File: src/rtl/invaders_rom_loader.sv
// ROM download sequencer: zero-fills the colour PROM, then writes stream bytes.
// Optional LOADER_CHECKSUM_EN enables the load_sum/load_len accumulators.
module invaders_rom_loader #(
    parameter int          FIFO_DEPTH  = 4,
    parameter logic [15:0] CLEAR_BASE  = 16'h4000,
    parameter int          CLEAR_WORDS = 2048
) (
    input  logic        Clock,
    input  logic        Reset_n,
    input  logic        ioctl_download,
    input  logic [7:0]  ioctl_index,
    input  logic        ioctl_wr,
    input  logic [24:0] ioctl_addr,
    input  logic [7:0]  ioctl_dout,
    output logic        ioctl_wait,
    input  logic        mod_cosmo,
    output logic [15:0] dn_addr,
    output logic [7:0]  dn_data,
    output logic        dn_wr,
    output logic        load_busy,
    output logic        load_done,
    output logic        load_err,
    output logic [15:0] load_sum,
    output logic [15:0] load_len
);

    localparam int          AW     = $clog2(FIFO_DEPTH);
    localparam logic [AW:0] FULL_C = (AW+1)'(FIFO_DEPTH);
    localparam logic [AW:0] WAIT_C = (AW+1)'(FIFO_DEPTH - 2);
    localparam logic [15:0] LAST_C = 16'(CLEAR_WORDS - 1);

    typedef enum logic [2:0] {
        S_IDLE,
        S_CLEAR,
        S_STREAM,
        S_DRAIN,
        S_DONE
    } state_t;

    typedef struct packed {
        logic        hi;
        logic [15:0] addr;
        logic [7:0]  data;
    } entry_t;

    state_t        state;
    logic          dl_q;
    logic [15:0]   clr_cnt;
    entry_t        mem [FIFO_DEPTH];
    logic [AW-1:0] wr_ptr;
    logic [AW-1:0] rd_ptr;
    logic [AW:0]   count;
    entry_t        head;

    logic rise;
    logic fall;
    logic start;
    logic accepting;
    logic full;
    logic empty;
    logic push;
    logic overrun;
    logic pop;
    logic pop_bad;
    logic pop_drop;
    logic pop_write;

    assign rise      = ioctl_download & ~dl_q;
    assign fall      = ~ioctl_download & dl_q;
    assign start     = rise & (ioctl_index == 8'h00) &
                       (state == S_IDLE || state == S_DONE);
    assign accepting = ioctl_download &
                       (state == S_CLEAR || state == S_STREAM);
    assign full      = (count == FULL_C);
    assign empty     = (count == '0);
    assign push      = accepting & ioctl_wr & ~full;
    assign overrun   = accepting & ioctl_wr & full;
    assign pop       = (state == S_STREAM || state == S_DRAIN) & ~empty;
    assign head      = mem[rd_ptr];

    // Anything above the colour PROM (including upper stream bits) is bad.
    assign pop_bad   = head.hi | (head.addr >= 16'h4800);
    assign pop_drop  = mod_cosmo & (head.addr >= 16'h4000) & ~pop_bad;
    assign pop_write = pop & ~pop_bad & ~pop_drop;

    always_ff @(posedge Clock) begin
        if (push) begin
            mem[wr_ptr] <= '{hi:   |ioctl_addr[24:16],
                             addr: ioctl_addr[15:0],
                             data: ioctl_dout};
        end
    end

    always_ff @(posedge Clock or negedge Reset_n) begin
        if (!Reset_n) begin
            wr_ptr     <= '0;
            rd_ptr     <= '0;
            count      <= '0;
            ioctl_wait <= 1'b0;
        end else begin
            if (push) begin
                wr_ptr <= wr_ptr + AW'(1);
            end
            if (pop) begin
                rd_ptr <= rd_ptr + AW'(1);
            end
            if (push && !pop) begin
                count <= count + (AW+1)'(1);
            end else if (pop && !push) begin
                count <= count - (AW+1)'(1);
            end
            ioctl_wait <= (count >= WAIT_C);
        end
    end

    always_ff @(posedge Clock or negedge Reset_n) begin
        if (!Reset_n) begin
            state     <= S_IDLE;
            dl_q      <= 1'b0;
            clr_cnt   <= '0;
            dn_addr   <= '0;
            dn_data   <= '0;
            dn_wr     <= 1'b0;
            load_busy <= 1'b0;
            load_done <= 1'b0;
            load_err  <= 1'b0;
        end else begin
            dl_q  <= ioctl_download;
            dn_wr <= 1'b0;
            if (overrun || (pop && pop_bad)) begin
                load_err <= 1'b1;
            end
            unique case (state)
                S_IDLE, S_DONE: begin
                    if (start) begin
                        state     <= S_CLEAR;
                        clr_cnt   <= '0;
                        load_busy <= 1'b1;
                        load_done <= 1'b0;
                        load_err  <= 1'b0;
                    end
                end
                S_CLEAR: begin
                    dn_wr   <= 1'b1;
                    dn_addr <= CLEAR_BASE + clr_cnt;
                    dn_data <= 8'h00;
                    clr_cnt <= clr_cnt + 16'd1;
                    if (clr_cnt == LAST_C) begin
                        state <= ioctl_download ? S_STREAM : S_DRAIN;
                    end
                end
                S_STREAM: begin
                    if (fall) begin
                        state <= S_DRAIN;
                    end
                end
                S_DRAIN: begin
                    if (empty) begin
                        state     <= S_DONE;
                        load_busy <= 1'b0;
                        load_done <= 1'b1;
                    end
                end
                default: state <= S_IDLE;
            endcase
            if (pop_write) begin
                dn_wr   <= 1'b1;
                dn_addr <= head.addr;
                dn_data <= head.data;
            end
        end
    end

`ifdef LOADER_CHECKSUM_EN
    always_ff @(posedge Clock or negedge Reset_n) begin
        if (!Reset_n) begin
            load_sum <= '0;
            load_len <= '0;
        end else if (start) begin
            load_sum <= '0;
            load_len <= '0;
        end else if (pop_write) begin
            load_sum <= load_sum + {8'h00, head.data};
            load_len <= load_len + 16'd1;
        end
    end
`else
    assign load_sum = '0;
    assign load_len = '0;
`endif

endmodule

File: config.mk
export PLATFORM = sky130hd
export DESIGN_NAME = invaders_rom_loader
export DESIGN_NICKNAME = d
export VERILOG_FILES = /design/src/rtl/invaders_rom_loader.sv
export SDC_FILE = /design/constraint.sdc
export NUM_CORES = 1
export LEC_CHECK = 0
export BUFFER_PORTS_ARGS = -buffer_cell sky130_fd_sc_hd__buf_2
export CORE_MARGIN = 5
export CORE_UTILIZATION = 57
export DETAILED_ROUTE_END_ITERATION = 8
export HOLD_SLACK_MARGIN = 0.02
export PLACE_DENSITY = 0.91
export SLEW_MARGIN = 20
export SYNTH_ARGS = -nofsm -noshare
export SYNTH_HDL_FRONTEND = slang
export SYNTH_SLANG_ARGS = --single-unit
File: constraint.sdc
create_clock -name Clock -period 3.05 [get_ports Clock]
set_input_delay 0.1525 -clock Clock [delete_from_list [all_inputs] [get_ports Clock]]
set_output_delay 0.1525 -clock Clock [all_outputs]
set_load 0.01 [all_outputs]
* Word-level counts from Yosys, hierarchy flattened *
Memory sizes are Yosys's and may differ from the RTL's.
Index checks and enable logic that the tools add are counted.

storage, ports and cells
  ROM bits = 0
  output and inout port bits = 61
  register bits = 56
  word-level logic and storage cells = 101
  memories = 1
  latch bits = 0
  bits in writable memories = 100

memory list
  name  words  bits a word  rd ports  clocked after Yosys merged registers in  wr ports  line  RTL
  mem   4      25           1         0                                        1         49    entry_t mem [FIFO_DEPTH];

cells by class
  multiplexer cells = 27
  reductions and logical operators = 21
  multiply operators = 0
  equality and inequality tests = 10
  bitwise operators = 20
  shifts and indexed selects = 0
  divide/modulo/power cells = 0
  order comparisons = 3
  $add $sub $neg = 6

operators by type and width
  kind                                                                      count
  16-bit two-way mux                                                        3
  16-bit by 15-bit >= comparator with 1-bit output (second input constant)  2
  16-bit case mux with 2 select lines                                       1
  3-bit two-way mux                                                         6
  15-bit by 16-bit adder with 16-bit output (first input constant)          1
  16-bit by 1-bit adder with 16-bit output (second input constant)          1
  16-bit by 11-bit == test with 1-bit output (second input constant)        1
  8-bit two-way mux                                                         2
  1-bit AND                                                                 13
  1-bit two-way mux                                                         12
  3-bit case mux with 4 select lines                                        1
  9-bit OR reduction                                                        1
  8-bit logical NOT                                                         1
  2-bit nonzero test                                                        4
  3-bit by 2-bit == test with 1-bit output (second input constant)          2
  3-bit == test (second input constant)                                     2
  3-bit logical NOT                                                         2
  2-bit != test (second input constant)                                     3
  1-bit inverter                                                            6
  2-bit by 1-bit adder with 2-bit output (second input constant)            2
  1-bit logical OR                                                          4
  1-bit case mux with 2 select lines                                        2
  4-bit AND reduction                                                       1
  3-bit by 1-bit adder with 3-bit output (second input constant)            1
  10 further kinds                                                          13

* Longest topological paths before layout *
Gate-level depths: netlist of the first run.

  depth in word-level cells = 9
  depth in mapped cells = 10
  gate-level depth less buffers = 9

* Worst setup path before layout of the first run *
Ideal clock, no wire load.

  kind = register to register
  start = register state[0]
  end = register count[2]
  cell stages (with the launch flop) = 11
  setup time = 0.079 ns
  required time = 2.971 ns
  buffers on the path = 1
  period minus slack after synthesis = 2.298 ns
  path slack = 0.752 ns
  arrival = 2.219 ns
  cell sequence = dfrtp_1 -> clkbuf_1 -> xor2_1 -> nand4b_1 -> a21oi_1 -> ha_1 -> inv_1 -> fa_1 -> xor2_1 -> nor2_1 -> xor2_1

between the ends
  longest elaborated chain between the ends = 8
  elaborated cells on any way between the ends = 15
  classes of those cells = eq/ne (3); mux (1); bitwise (4); reduce/logical (7)

RTL lines
  element                                                                                               line  RTL
  from (decl)                                                                                           46    state_t state;
  from (signal assigned)                                                                                149   state <= ioctl_download ? S_STREAM : S_DRAIN;
  3-bit by 1-bit == test with 1-bit output or 3-bit by 2-bit == test with 1-bit output (tied branches)  73    (state == S_CLEAR || state == S_STREAM);
  1-bit logical OR (*)                                                                                  73
  1-bit AND (*)                                                                                         72    assign accepting = ioctl_download &
  1-bit AND (*) (2 in series)                                                                           76    assign push = accepting & ioctl_wr & ~full;
  net push                                                                                              61    logic push;
  1-bit logical NOT                                                                                     109   end else if (pop && !push) begin
  1-bit logical AND                                                                                     109
  2-bit nonzero test (no line)                                                                          --
  to (signal assigned)                                                                                  108   count <= count + (AW+1)'(1);
  to (signal assigned)                                                                                  110   count <= count - (AW+1)'(1);
  to (decl)                                                                                             52    logic [AW:0] count;

The timed path passes the listed nets; every way through them passes the cells marked *.
A chain may end at the register's enable or synchronous reset.

* Worst setup path after layout of the first run *
Same ends and word-level chain as after synthesis.

==> results.toml, run 1 <==
[sta]
finClkSkew_ns = 0.00606
setup_tns_ns = 0
slew_headroom = 0.346
fmax_mhz = 356
min_period_ns = 2.81
grt_setup_unrepaired = "no"
drv_slew = 0
worst_slew_pin_slew_ns = 0.968
period_share = 0.921
hold_viol_final = 0
setup_viol = 0

[worst_hold_path]
min_path_type = "primary input to flop"

[power_and_ir_drop]
p_int_w = 0.00509
p_leak_nw = 3.32
p_sw_w = 0.00236
peakVddDrop_mv = 0.618
comb_power_share = 0.298
powerDensity_mw_per_mm2 = 921
pwr-share-seq = 0.390
switching_share = 0.317
clockPowerShare = 0.311

[worst_setup_path]
crit_chain = "xor2_1 -> nand4b_1 -> a21oi_1 -> ha_1 -> inv_1 -> fa_1 -> xor2_1 -> nor2_1 -> xor2_1"
crit_fanout = 11
cpMostUsedCell = "xor2_1"
reg2reg_depth = 9
cp-end-kind = "flop"
critPathTopFamily = "adder cells"
crit_start = "state[0]"
worst-path-buf-inv = 1
critPathKind = "flop to flop"
worstReg2RegStart = "state[0]"
crit_end = "count[2]"
crit_slowest_cell = "a21oi_1"
r2r_slack_ns = 0.24
path_depth = 9
worst_ep_required_time_ns = 3.39
reg2reg_to = "count[2]"
worstPathArrival_ns = 3.15
worstSetupStartpointType = "flop"
crit_path_max_incr_delay_ns = 0.54

[clock_network]
cts.sinks = 156
path_clk_slew_ns = 0.06
clock_path_buffers = 2
post-cts-setup-buffers = 0
cts_tree = "built"
cts_root_buffer = "clkbuf_16"
cts_htree_levels = 4
clock_latency_ns = 0.43
ctsResizeCount = 0
cts_hold_buf = 26
cts_made_buffers = 17

[final_layout]
syn_to_final_growth_pct = 19.0
utilization = 0.700
antenna_cells = 0
nets = 610
layout_commonest_cell = "edfxtp_1"
num-fill-cells = 679
final_cell_mix = "edfxtp_1 (100), buf_2 (74), dfrtp_1 (56), nand2_1 (52), conb_1 (32)"
drive_gt1_frac = 0.293

[floorplanning]
die-area_mm2 = 0.0142
ioPinCount = 107
die_w_um = 119
num_rows = 39
start_util = 0.588
core_mm2 = 0.0116
die_height_um = 119

[logic_synthesis]
async_flop_share = 0.359
synth_area_mm2 = 0.00680
yosysTopAreaCellShare = 0.442
synth_ff_type = "edfxtp_1"
netlist_top_cells_area = "edfxtp_1 (44%), dfrtp_1 (21%), mux4_2 (8.3%)"
synth_cells = 451
synth.distinct_cells = 52
ys_seq_elements = 156
seq_area_frac_synth = 0.648
yosysWarnings = 0
syn_avg_cell_area_um2 = 15.1
synth_edf_count = 100
yosysTopAreaCell = "edfxtp_1"

[run]
cap_violations = 0

[route]
vias_per_cell = 5.98
routed_wl_um = 15400
num_vias = 4261
drtPass1Iterations = 5
wl_per_cell_um = 21.7
ant_nets = 0
drcViolationCount = 0
drt_first_iter_violations = 468

[grt]
overflow = 0
gr-usage-all-layers = 0.227
grt_start_max_net_pins = 39
grt_pass1_wl_um = 24200
antenna_found_initial = 0
grt_pass1_vias = 4401

[placed_design]
hpwl_um = 9110
gp_congestion = 0.780
io_buffers = 74

[outcome]
status = "finished, final reports clean"
## cells in the mapped netlist, types with 2 or more instances
cell	n
edfxtp_1	100
dfrtp_1	56
nand2_1	52
buf_4	32
mux4_2	25
mux2_4	17
o21ai_0	17
clkbuf_1	14
and2_1	13
a21oi_1	11
inv_1	11
nor2_1	11
ha_1	7
mux2_2	7
nand4_1	7
buf_1	4
nand2b_1	4
nand3_1	4
nor4b_1	4
o211ai_1	4
xnor2_1	4
and3_1	3
buf_6	3
nand4b_1	3
o31ai_1	3
xor2_1	3
a21boi_0	2
nor3_1	2
nor4_1	2
o22ai_1	2
o311ai_0	2
o41ai_1	2
## cell type report
type	count	area (µm²)	area share
clock buffer	18	429	0.0530
clock inverter	14	218	0.0269
inverter	11	41.3	0.00510
multi-input combinational	262	2130	0.263
sequential	156	4400	0.544
tap	143	179	0.0221
timing repair buffer	108	691	0.0853
## tightest hold or removal path, stage by stage
cell	delay, ns
buf_2	0.07
nor2_1	0.03
nand3_1	0.12
## routing by layer
| layer | vias up | wire [µm] | global-route usage |
|---|---|---|---|
| met4 | 0 | 753 | 0.124 |
| met3 | 68 | 1180 | 0.0545 |
| met2 | 268 | 7760 | 0.378 |
| met1 | 2087 | 5730 | 0.275 |
| met5 | - | 0 | 0 |
| li1 | 1838 | - | - |
## power groups by stage
stage | logic (W) | clock network (W) | registers [W]
3_3_place_gp | 0.00196 | 0 | 0.00290
5_1_grt | 0.00240 | 0.00244 | 0.00295
2_1_floorplan | 0.00162 | 0 | 0.00285
6_report | 0.00222 | 0.00232 | 0.00291
3_5_place_dp | 0.00209 | 0 | 0.00293
4_1_cts | 0.00220 | 0.00233 | 0.00290
## stage by stage
stage / area, µm² / hold WS (ns) / std cells / total power [W] / setup slack [ns]
6_report: 8090 / 0.0877 / 712 / 0.00745 / 0.242
5_1_grt: 8090 / 0.118 / 712 / 0.00779 / 0.0625
4_1_cts: 8090 / 0.0979 / 712 / 0.00743 / 0.229
3_5_place_dp: 7190 / 0.289 / 654 / 0.00502 / 0.259
3_3_place_gp: 7190 / 0.278 / 654 / 0.00486 / 0.373
2_1_floorplan: 6920 / -0.143 / 482 / 0.00446 / 0.752
## how the worst min path moves through the flow
stage / to / cells past startpoint / startpoint
floorplan: clr_cnt[0] / 0 / Reset_n
global placement: wr_ptr[1] / 1 / Reset_n
detailed placement: wr_ptr[1] / 1 / Reset_n
CTS: mem[1][24] / 3 / ioctl_addr[22]
global route: mem[0][24] / 3 / ioctl_addr[24]
finish: mem[0][24] / 3 / ioctl_addr[22]
## flip-flops by register name (all words and copies together), names as in the netlist
signal and cells:
clr_cnt 16, count 3, dl_q 1, dn_addr 16, dn_data 8, dn_wr 1, ioctl_wait 1, load_busy 1
load_done 1, load_err 1, mem 100, rd_ptr 2, state 3, wr_ptr 2
## logic make-up (layout without fill, tap and decap cells)
logic type               Yosys count  after routing  synth area share
AO/OA/AOI/OAI                     54             54            0.0532
XOR/XNOR                           7              7           0.00901
adder cells (fa/ha/maj)            8              8            0.0158
buffers and inverters             64            151            0.0563
flip-flops                       156            156             0.648
multiplexers                      50             50             0.133
other                              1             32          0.000551
AND/OR/NAND/NOR                  111            111            0.0843
No activity file was read; power rests on OpenSTA's default activity.
==> run 2, diff against run 1 <==
Settings changed: CORE_UTILIZATION 57 to 51, PLACE_DENSITY 0.91 to 0.87, SETUP_SLACK_MARGIN set to 0.3, SLEW_MARGIN 20 to not set.
Clock period 3.05 ns to 2.5 ns, I/O delays scaled along.
==> results.toml, run 2 (synthesized netlist as in run 1, its figures left out) <==
[final_layout]
num-fill-cells = 892
max_flop_register = "mem"
layout_commonest_cell = "edfxtp_1"
final_cells = 761
largest_reg_flops = 100
drive_gt1_frac = 0.327
nets = 625
syn_to_final_growth_pct = 20.5
utilization = 0.624
largest_registers = "mem (100), clr_cnt (16), dn_addr (16)"
final_cell_mix = "edfxtp_1 (100), buf_2 (74), dfrtp_1 (54), nand2_1 (52), conb_1 (32)"

[worst_setup_path]
worstSetupStartpointType = "flop"
worst_ep_required_time_ns = 2.81
crit_slowest_cell = "mux4_2"
cp-end-kind = "flop"
crit_chain = "buf_4 -> mux4_2 -> o31ai_4 -> nand4_4 -> buf_12 -> mux2_4"
crit_path_max_incr_delay_ns = 0.57
worstReg2RegStart = "rd_ptr[0]"
crit_fanout = 25
critPathKind = "flop to flop"
worstPathArrival_ns = 2.59
crit_start = "rd_ptr[0]"

[run]
cap_violations = 0

[placed_design]
hpwl_um = 9200
io_buffers = 74
dp_slack_ns = 0.160
dp.cells = 693
gp_congestion = 0.829

[route]
wl_per_cell_um = 21.5
num_vias = 4366
drcViolationCount = 0
routed_wl_um = 16400
drt_first_iter_violations = 362
ant_nets = 0
drtPass1Iterations = 5
vias_per_cell = 5.74

[floorplanning]
die_height_um = 125
die-area_mm2 = 0.0157
num_rows = 42
start_util = 0.518
die_w_um = 125
ioPinCount = 107
core_mm2 = 0.0131

[grt]
overflow = 0
antenna_found_initial = 1
grt_start_max_net_pins = 39
grt_pass1_vias = 4388
gr-usage-all-layers = 0.202
grt_pass1_wl_um = 24600

[sta]
fin_ws_ns = 0.220
min_period_ns = 2.28
fin_hold_ws_ns = 0.0535
setup_viol = 0
grt_setup_unrepaired = "yes"
hold_viol_final = 0
period_share = 0.912
finClkSkew_ns = 0.00884
slew_headroom = 0.373
drv_slew = 0
worst_slew_pin_slew_ns = 0.928
fmax_mhz = 439
setup_tns_ns = 0

[clock_network]
clock_latency_ns = 0.43
cts.sinks = 156
cts_made_buffers = 17
cts_root_buffer = "clkbuf_16"
cts_htree_levels = 4
clock_path_buffers = 2
path_clk_slew_ns = 0.07
cts_tree = "built"

[power_and_ir_drop]
peakVddDrop_mv = 0.509
powerDensity_mw_per_mm2 = 1090
p_leak_nw = 3.34

[worst_hold_path]
min_from = "ioctl_addr[24]"
min_path_type = "primary input to flop"

[outcome]
status = "finished, final reports clean"
## run 2: changes by cell type in the layout (fill, tap and decap cells not counted), sizes merged
cell	change
inv	+4
clkbuf	-1
diode	+1
buf	+15
bufinv	-5
clkinvlp	+2
## run 2: timing repair
item / 4_1_cts / 5_1_grt
setup buffers: 2 / 7
endpoints found under the setup margin: 25 / 24
endpoints found under the hold margin: 128 / 0
gates resized for setup: 8 / 5
gates cloned: 0 / 0
pin swaps: 0 / 3
hold buffers: 26 / 0
## run 2: path summary, 6_finish.rpt
kind,slack (ns),to,cells after the start
setup / recovery,0.22,dn_addr[9],6
hold / removal,0.05,mem[3][24],3
setup reg to reg,0.22,dn_addr[9],6
hold reg to reg,0.48,load_done,2
max in group asynchronous,1.47,state[1],3
min in group asynchronous,0.31,clr_cnt[2],2
## run 2: critical path: cells and delay by family, from the launching register on
kind,cells,cell delay (ns)
mux,2,0.89
flops,1,0.39
simple gates,1,0.15
compound gates,1,0.33
buf+inv,2,0.38
## run 2: final cells by class
cell class | count | area (µm²) | area share
inverters | 11 | 41.3 | 0.00504
repair buffers | 123 | 816 | 0.0996
clock inverters | 15 | 114 | 0.0139
well taps | 176 | 220 | 0.0269
clock buffers | 17 | 425 | 0.0519
diodes | 1 | 2.50 | 0.000305
multi-input cells | 262 | 2170 | 0.265
flip-flops and latches | 156 | 4410 | 0.538
## run 2: stage by stage
stage / power [W] / cell area [µm²]
after CTS: 0.00869 / 8120
after floorplan: 0.00545 / 6920
after global placement: 0.00599 / 7280
after global routing: 0.00928 / 8190
after detailed placement: 0.00617 / 7280
final: 0.00891 / 8190
## run 2: per-layer routing
metal | part of all wire | vias up | track usage
li1 | - | 1868 | -
met1 | 0.37 | 2124 | 0.249
met2 | 0.50 | 301 | 0.327
met3 | 0.080 | 73 | 0.0525
met4 | 0.052 | 0 | 0.112
met5 | 0 | - | 0
## run 2: report_power, final
group | internal (W) | switching (W) | leakage, nW | total, W
registers | 0.00319 | 0.000372 | 1.60 | 0.00356
clock network | 0.00128 | 0.00111 | 0.255 | 0.00239
logic | 0.00140 | 0.00156 | 1.49 | 0.00297
total | 0.00587 | 0.00304 | 3.34 | 0.00891
